$ cat config.mk
export PLATFORM = sky130hd
export DESIGN_NAME = orion_vid_mem_arb
export DESIGN_NICKNAME = d
export VERILOG_FILES = /design/src/rtl/orion_vid_mem_arb.sv
export SDC_FILE = /design/constraint.sdc
export NUM_CORES = 1
export LEC_CHECK = 0
export CORE_MARGIN = 3
export CORE_UTILIZATION = 48
export DETAILED_ROUTE_END_ITERATION = 6
export PLACE_DENSITY_LB_ADDON = 0.15
export SLEW_MARGIN = 20
export SYNTH_ARGS = -nofsm -noshare
export SYNTH_HDL_FRONTEND = slang
export SYNTH_SLANG_ARGS = --single-unit
$ cat constraint.sdc
create_clock -name i_clk -period 2.5 [get_ports i_clk]
set_clock_uncertainty 0.2 [all_clocks]
set_input_delay 0.5 -clock i_clk [delete_from_list [all_inputs] [get_ports i_clk]]
set_output_delay 0.5 -clock i_clk [all_outputs]
set_load 0.1 [all_outputs]
$ cat src/rtl/orion_vid_mem_arb.sv
// Video line fetcher and CPU port sharing one byte-wide RAM.
// Round-robin grant, three-stage access pipeline, line-buffer write-out.
module orion_vid_mem_arb #(
    parameter int          COLS       = 48,
    parameter logic [20:0] COL_STRIDE = 21'h00100,
    parameter logic [20:0] PLANE_OFS  = 21'h04000
) (
    input  logic        i_clk,
    input  logic        i_reset,
    input  logic        i_cpu_req,
    input  logic        i_cpu_we,
    input  logic [20:0] i_cpu_addr,
    input  logic [7:0]  i_cpu_wdata,
    output logic [7:0]  o_cpu_rdata,
    output logic        o_cpu_ack,
    input  logic        i_line_start,
    input  logic [20:0] i_line_addr,
    output logic        o_lb_we,
    output logic [6:0]  o_lb_addr,
    output logic [7:0]  o_lb_wdata,
    output logic        o_line_done,
    output logic        o_overrun,
    output logic [20:0] o_ram_addr,
    output logic        o_ram_we,
    output logic [7:0]  o_ram_wdata,
    input  logic [7:0]  i_ram_rdata
);

    typedef enum logic [1:0] {V_IDLE, V_FETCH, V_DRAIN} vstate_t;

    localparam logic [5:0] LAST_COL = 6'(COLS - 1);

    vstate_t     vstate, vstate_nxt;
    logic [20:0] col_base;
    logic [5:0]  col;
    logic        plane;
    logic        last_cpu;

    logic        cpu_pend, vid_pend, grant_cpu, grant_vid;
    logic        fetch_last;
    logic [20:0] fetch_addr;

    logic        s1_valid, s1_cpu, s1_we, s1_last;
    logic [6:0]  s1_idx;
    logic        s2_valid, s2_cpu, s2_we, s2_last;
    logic [6:0]  s2_idx;

    // CPU is busy from grant until its ack cycle has passed
    assign cpu_pend = i_cpu_req && !(s1_valid && s1_cpu)
                    && !(s2_valid && s2_cpu) && !o_cpu_ack;
    assign vid_pend   = (vstate == V_FETCH);
    assign grant_cpu  = cpu_pend && (!vid_pend || !last_cpu);
    assign grant_vid  = vid_pend && !grant_cpu;
    assign fetch_last = (col == LAST_COL) && plane;
    assign fetch_addr = col_base + (plane ? PLANE_OFS : 21'h0);

    always_comb begin
        vstate_nxt = vstate;
        unique case (vstate)
            V_IDLE:  if (i_line_start) vstate_nxt = V_FETCH;
            V_FETCH: if (grant_vid && fetch_last) vstate_nxt = V_DRAIN;
            V_DRAIN: if (s2_valid && !s2_cpu && s2_last) vstate_nxt = V_IDLE;
            default: vstate_nxt = V_IDLE;
        endcase
    end

    always_ff @(posedge i_clk) begin
        if (i_reset) begin
            vstate   <= V_IDLE;
            col_base <= '0;
            col      <= '0;
            plane    <= 1'b0;
            last_cpu <= 1'b0;
        end else begin
            vstate <= vstate_nxt;
            if (vstate == V_IDLE && i_line_start) begin
                col_base <= i_line_addr;
                col      <= '0;
                plane    <= 1'b0;
            end else if (grant_vid) begin
                plane <= !plane;
                if (plane) begin
                    col      <= col + 6'd1;
                    col_base <= col_base + COL_STRIDE;
                end
            end
            if (grant_cpu)
                last_cpu <= 1'b1;
            else if (grant_vid)
                last_cpu <= 1'b0;
        end
    end

    // E0: RAM address phase
    always_ff @(posedge i_clk) begin
        if (i_reset) begin
            o_ram_addr  <= '0;
            o_ram_we    <= 1'b0;
            o_ram_wdata <= '0;
            s1_valid    <= 1'b0;
            s1_cpu      <= 1'b0;
            s1_we       <= 1'b0;
            s1_last     <= 1'b0;
            s1_idx      <= '0;
        end else begin
            if (grant_cpu)
                o_ram_addr <= i_cpu_addr;
            else if (grant_vid)
                o_ram_addr <= fetch_addr;
            o_ram_we <= grant_cpu && i_cpu_we;
            if (grant_cpu && i_cpu_we)
                o_ram_wdata <= i_cpu_wdata;
            s1_valid <= grant_cpu || grant_vid;
            s1_cpu   <= grant_cpu;
            s1_we    <= grant_cpu && i_cpu_we;
            s1_last  <= grant_vid && fetch_last;
            s1_idx   <= {col, plane};
        end
    end

    // E1: RAM data phase; E2: result registered
    always_ff @(posedge i_clk) begin
        if (i_reset) begin
            s2_valid    <= 1'b0;
            s2_cpu      <= 1'b0;
            s2_we       <= 1'b0;
            s2_last     <= 1'b0;
            s2_idx      <= '0;
            o_cpu_ack   <= 1'b0;
            o_cpu_rdata <= '0;
            o_lb_we     <= 1'b0;
            o_lb_addr   <= '0;
            o_lb_wdata  <= '0;
            o_line_done <= 1'b0;
            o_overrun   <= 1'b0;
        end else begin
            s2_valid <= s1_valid;
            s2_cpu   <= s1_cpu;
            s2_we    <= s1_we;
            s2_last  <= s1_last;
            s2_idx   <= s1_idx;

            o_cpu_ack <= s2_valid && s2_cpu;
            if (s2_valid && s2_cpu && !s2_we)
                o_cpu_rdata <= i_ram_rdata;
            o_lb_we <= s2_valid && !s2_cpu;
            if (s2_valid && !s2_cpu) begin
                o_lb_addr  <= s2_idx;
                o_lb_wdata <= i_ram_rdata;
            end
            o_line_done <= s2_valid && !s2_cpu && s2_last;
            o_overrun   <= i_line_start && (vstate != V_IDLE);
        end
    end

endmodule

==> out/summary.txt <==
Power per Cell Area: 666.9 mW/mm^2
fraction of layout instances using a drive strength above 1: 18.35%
post-route non-filler standard cell count: 740
top-area cell type share of the netlist area: 48.24%
Max H-tree Level: 3
RSZ-0062 raised after global routing: no
final setup TNS: 0 ps
Post-Synthesis Cells: 516
DIE HEIGHT: 103.1 um
All-Layer GR Usage: 20.93%
fin crit period: 2223 ps
mapped cell area: 0.004523 mm^2
CORE AREA: 0.008934 mm^2
Initial Utilization: 50.63%
Static Leak: 2.208 nW
placed cells: 724
Critical-path top delay cell: or4_1
Final setup viols: 0
largest delay contributor family on the critical path: simple AND/OR/NAND/NOR gates
TritonCTS Sinks: 109
Worst-Skew Late Latency: 370 ps
nets: 694
reg-to-reg endpoint: col_base[13]
Layout area overhead: 30.35%
average wire per standard cell: 14.90 um
synth top area cells: dfxtp_1 48%, nand2_1 9.3%, a21oi_1 5.5%
Reg clk slew, reported paths: 110 ps
Overflow after GRT: 0
final WL: 11030 um
DP Wirelength: 7884 um
std cell rows: 34
outcome: finished clean
# port buffers: 119
worst-margin pin slew: 624.3 ps
FMAX: 0.4499 GHz
post_cts resized: 0
register area: 0.002182 mm^2
Critical Path Start: i_cpu_req
Post-CTS Setup Repair Bufs: 0
Crit Path Max Fanout: 23
CTS Buf Count: 9
RR Startpoint: vstate[0]
Synth async-reset ratio: 0%
remaining antenna violation count: 0
Crit Path Category: input pin to flip-flop
number of synthesized flops with an enable pin: 0
via count: 4099
CP endpoint kind: flip-flop
initial antenna violation count: 0
gpl congestion: 0.8560
arrival time at the worst endpoint: 2290 ps
IO Count: 120
syn avg cell area: 8.766 um^2
Syn Nets: 583
Worst Hold Class: flip-flop to flip-flop
critical path depth: 6
Crit path buffers/inverters: 2
largest net degree at the start of global routing: 46
Max-Cap Viols: 0
CTS Hold Buffers Added: 0
Primary FF master, synth: dfxtp_1
Required @ worst endpoint: 2570 ps
Max-slew headroom: 58.28%
first-pass GRT wire length: 18000 um
Max IR drop VDD: 314.3 uV
Max Root-Sink Buffers: 2
critical path startpoint category: input pin
max-slew violation total from the final report: 0
clk root buf: clkbuf_8
vias in the first global route: 3889
CP max stage delay: 510 ps
cells on worst reg2reg path: 4
post-synth top area cell: dfxtp_1
synth unique cells: 53
number of remaining DRC errors: 0
DR vias/cell: 5.539
Pwr Total: 3.932 mW
Die Width: 103.1 um
crit path to: col_base[13]
Yosys reg bits: 109
worst-path cell chain: clkdlybuf4s50_1, nor2b_4, and3_1, buf_12, or4_1, a311oi_1
Yosys warning count: 0
sequential area share after synthesis: 48.24%
fillers: 762
area of the multi-input gates: 0.002138 mm^2
period utilization: 88.91%
drt first pass iters: 4
die area: 0.01062 mm^2
Initial DRC Count: 160
diodes inserted: 0
Reg2Reg Setup Slack: 330 ps
final hold vios: 0
CTS tree: yes
==> layer usage <==
metal	routed length (um)	GRT usage [%]
met4	255	8.566
met3	674	3.654
met1	4915	26.89
met5	0	0
met2	5180	34.78
==> how the worst min path moves through the flow <==
stage                     cells past startpoint  slack (ps)  startpoint           end
final                                         2         240   s2_idx[5]  o_lb_addr[5]
after global routing                          2         250   s2_idx[5]  o_lb_addr[5]
after CTS                                     2         240   s2_idx[5]  o_lb_addr[5]
after detailed placement                      1         220   s1_idx[3]     s2_idx[3]
after global placement                        1         220     s1_last       s2_last
after floorplan                               1         210   s1_idx[0]     s2_idx[0]
==> flip-flops by register name, summed over array words and instances (netlist names) <==
name,flops
s1_cpu,1
last_cpu,1
s2_valid,1
s1_we,1
o_cpu_ack,1
s2_we,1
o_cpu_rdata,8
col_base,21
s1_last,1
col,6
o_lb_we,1
s2_idx,7
o_ram_addr,21
o_ram_wdata,8
s1_valid,1
vstate,2
o_line_done,1
plane,1
s1_idx,7
o_lb_addr,7
s2_last,1
s2_cpu,1
o_lb_wdata,8
o_overrun,1
==> logic make-up after synthesis <==
kind of cell / count (synthesis) / synth area share [%]
adders and majority gates: 4 / 1.107
and+or+nand+nor: 236 / 25.17
xor gates and xnor gates: 5 / 0.9684
DFF: 109 / 48.24
AOI/OAI and AO/OA: 119 / 19.45
muxes: 2 / 0.4426
buffers and inverters: 41 / 4.619
==> worst reg2reg max path: cells and delay by family (launching register included) <==
family | cells | cell delay (ps)
AOI/OAI and AO/OA | 1 | 290
DFF | 1 | 440
and+or+nand+nor | 3 | 1150
==> placed cells by master (no fill, tap or decap), types with 10 or more instances in the layout <==
master / instances
a311oi_2: 16
buf_4: 74
o21ai_1: 10
nand3_1: 19
a21oi_1: 50
o31ai_1: 10
nand2_1: 112
nor2_1: 37
dfxtp_1: 109
nor2b_1: 19
clkdlybuf4s50_1: 61
clkbuf_8: 12
==> cell usage after synthesis (all sizes together) (2+ instances only) <==
master,instances
a211oi,2
a21oi,50
a311oi,24
a31oi,4
and2,4
and3,4
and4,3
buf,22
clkbuf,16
dfxtp,109
ha,4
inv,3
mux2i,2
nand2,113
nand2b,3
nand3,19
nand4,4
nor2,37
nor2b,20
nor3,3
nor3b,4
nor4,6
o21ai,14
o221ai,2
o31ai,10
o32ai,2
o41a,2
or3,3
or4,10
xnor2,3
xor2,2
==> cell type report <==
class | count | share of cell area (%)
Sequential cell | 109 | 37.01
Multi-Input combinational cell | 366 | 36.27
Clock buffer | 12 | 2.801
Clock inverter | 4 | 0.6367
Tap cell | 108 | 2.292
Inverter | 3 | 0.1910
Timing Repair Buffer | 138 | 20.80
==> power breakdown <==
group	total [mW]	internal [mW]	leakage, nW	switching [mW]
registers	1.90	1.83	0.890	0.0741
clock network	1.06	0.459	0.105	0.604
logic	0.965	0.308	1.21	0.657
total	3.93	2.60	2.21	1.33
==> per-stage QoR <==
stage	worst slack (ps)	cell area (um^2)	utilization, %	hold WS (ps)
finish	277.3	5896	65.99	235.4
global route	139.5	5896	65.99	249.0
CTS	291.7	5896	65.99	237.1
detailed placement	-96.66	5693	63.73	222.0
global placement	-37.44	5693	63.73	219.4
floorplan	66.23	4523	-	213.8
Note: power is estimated with default switching activity, not from simulation.
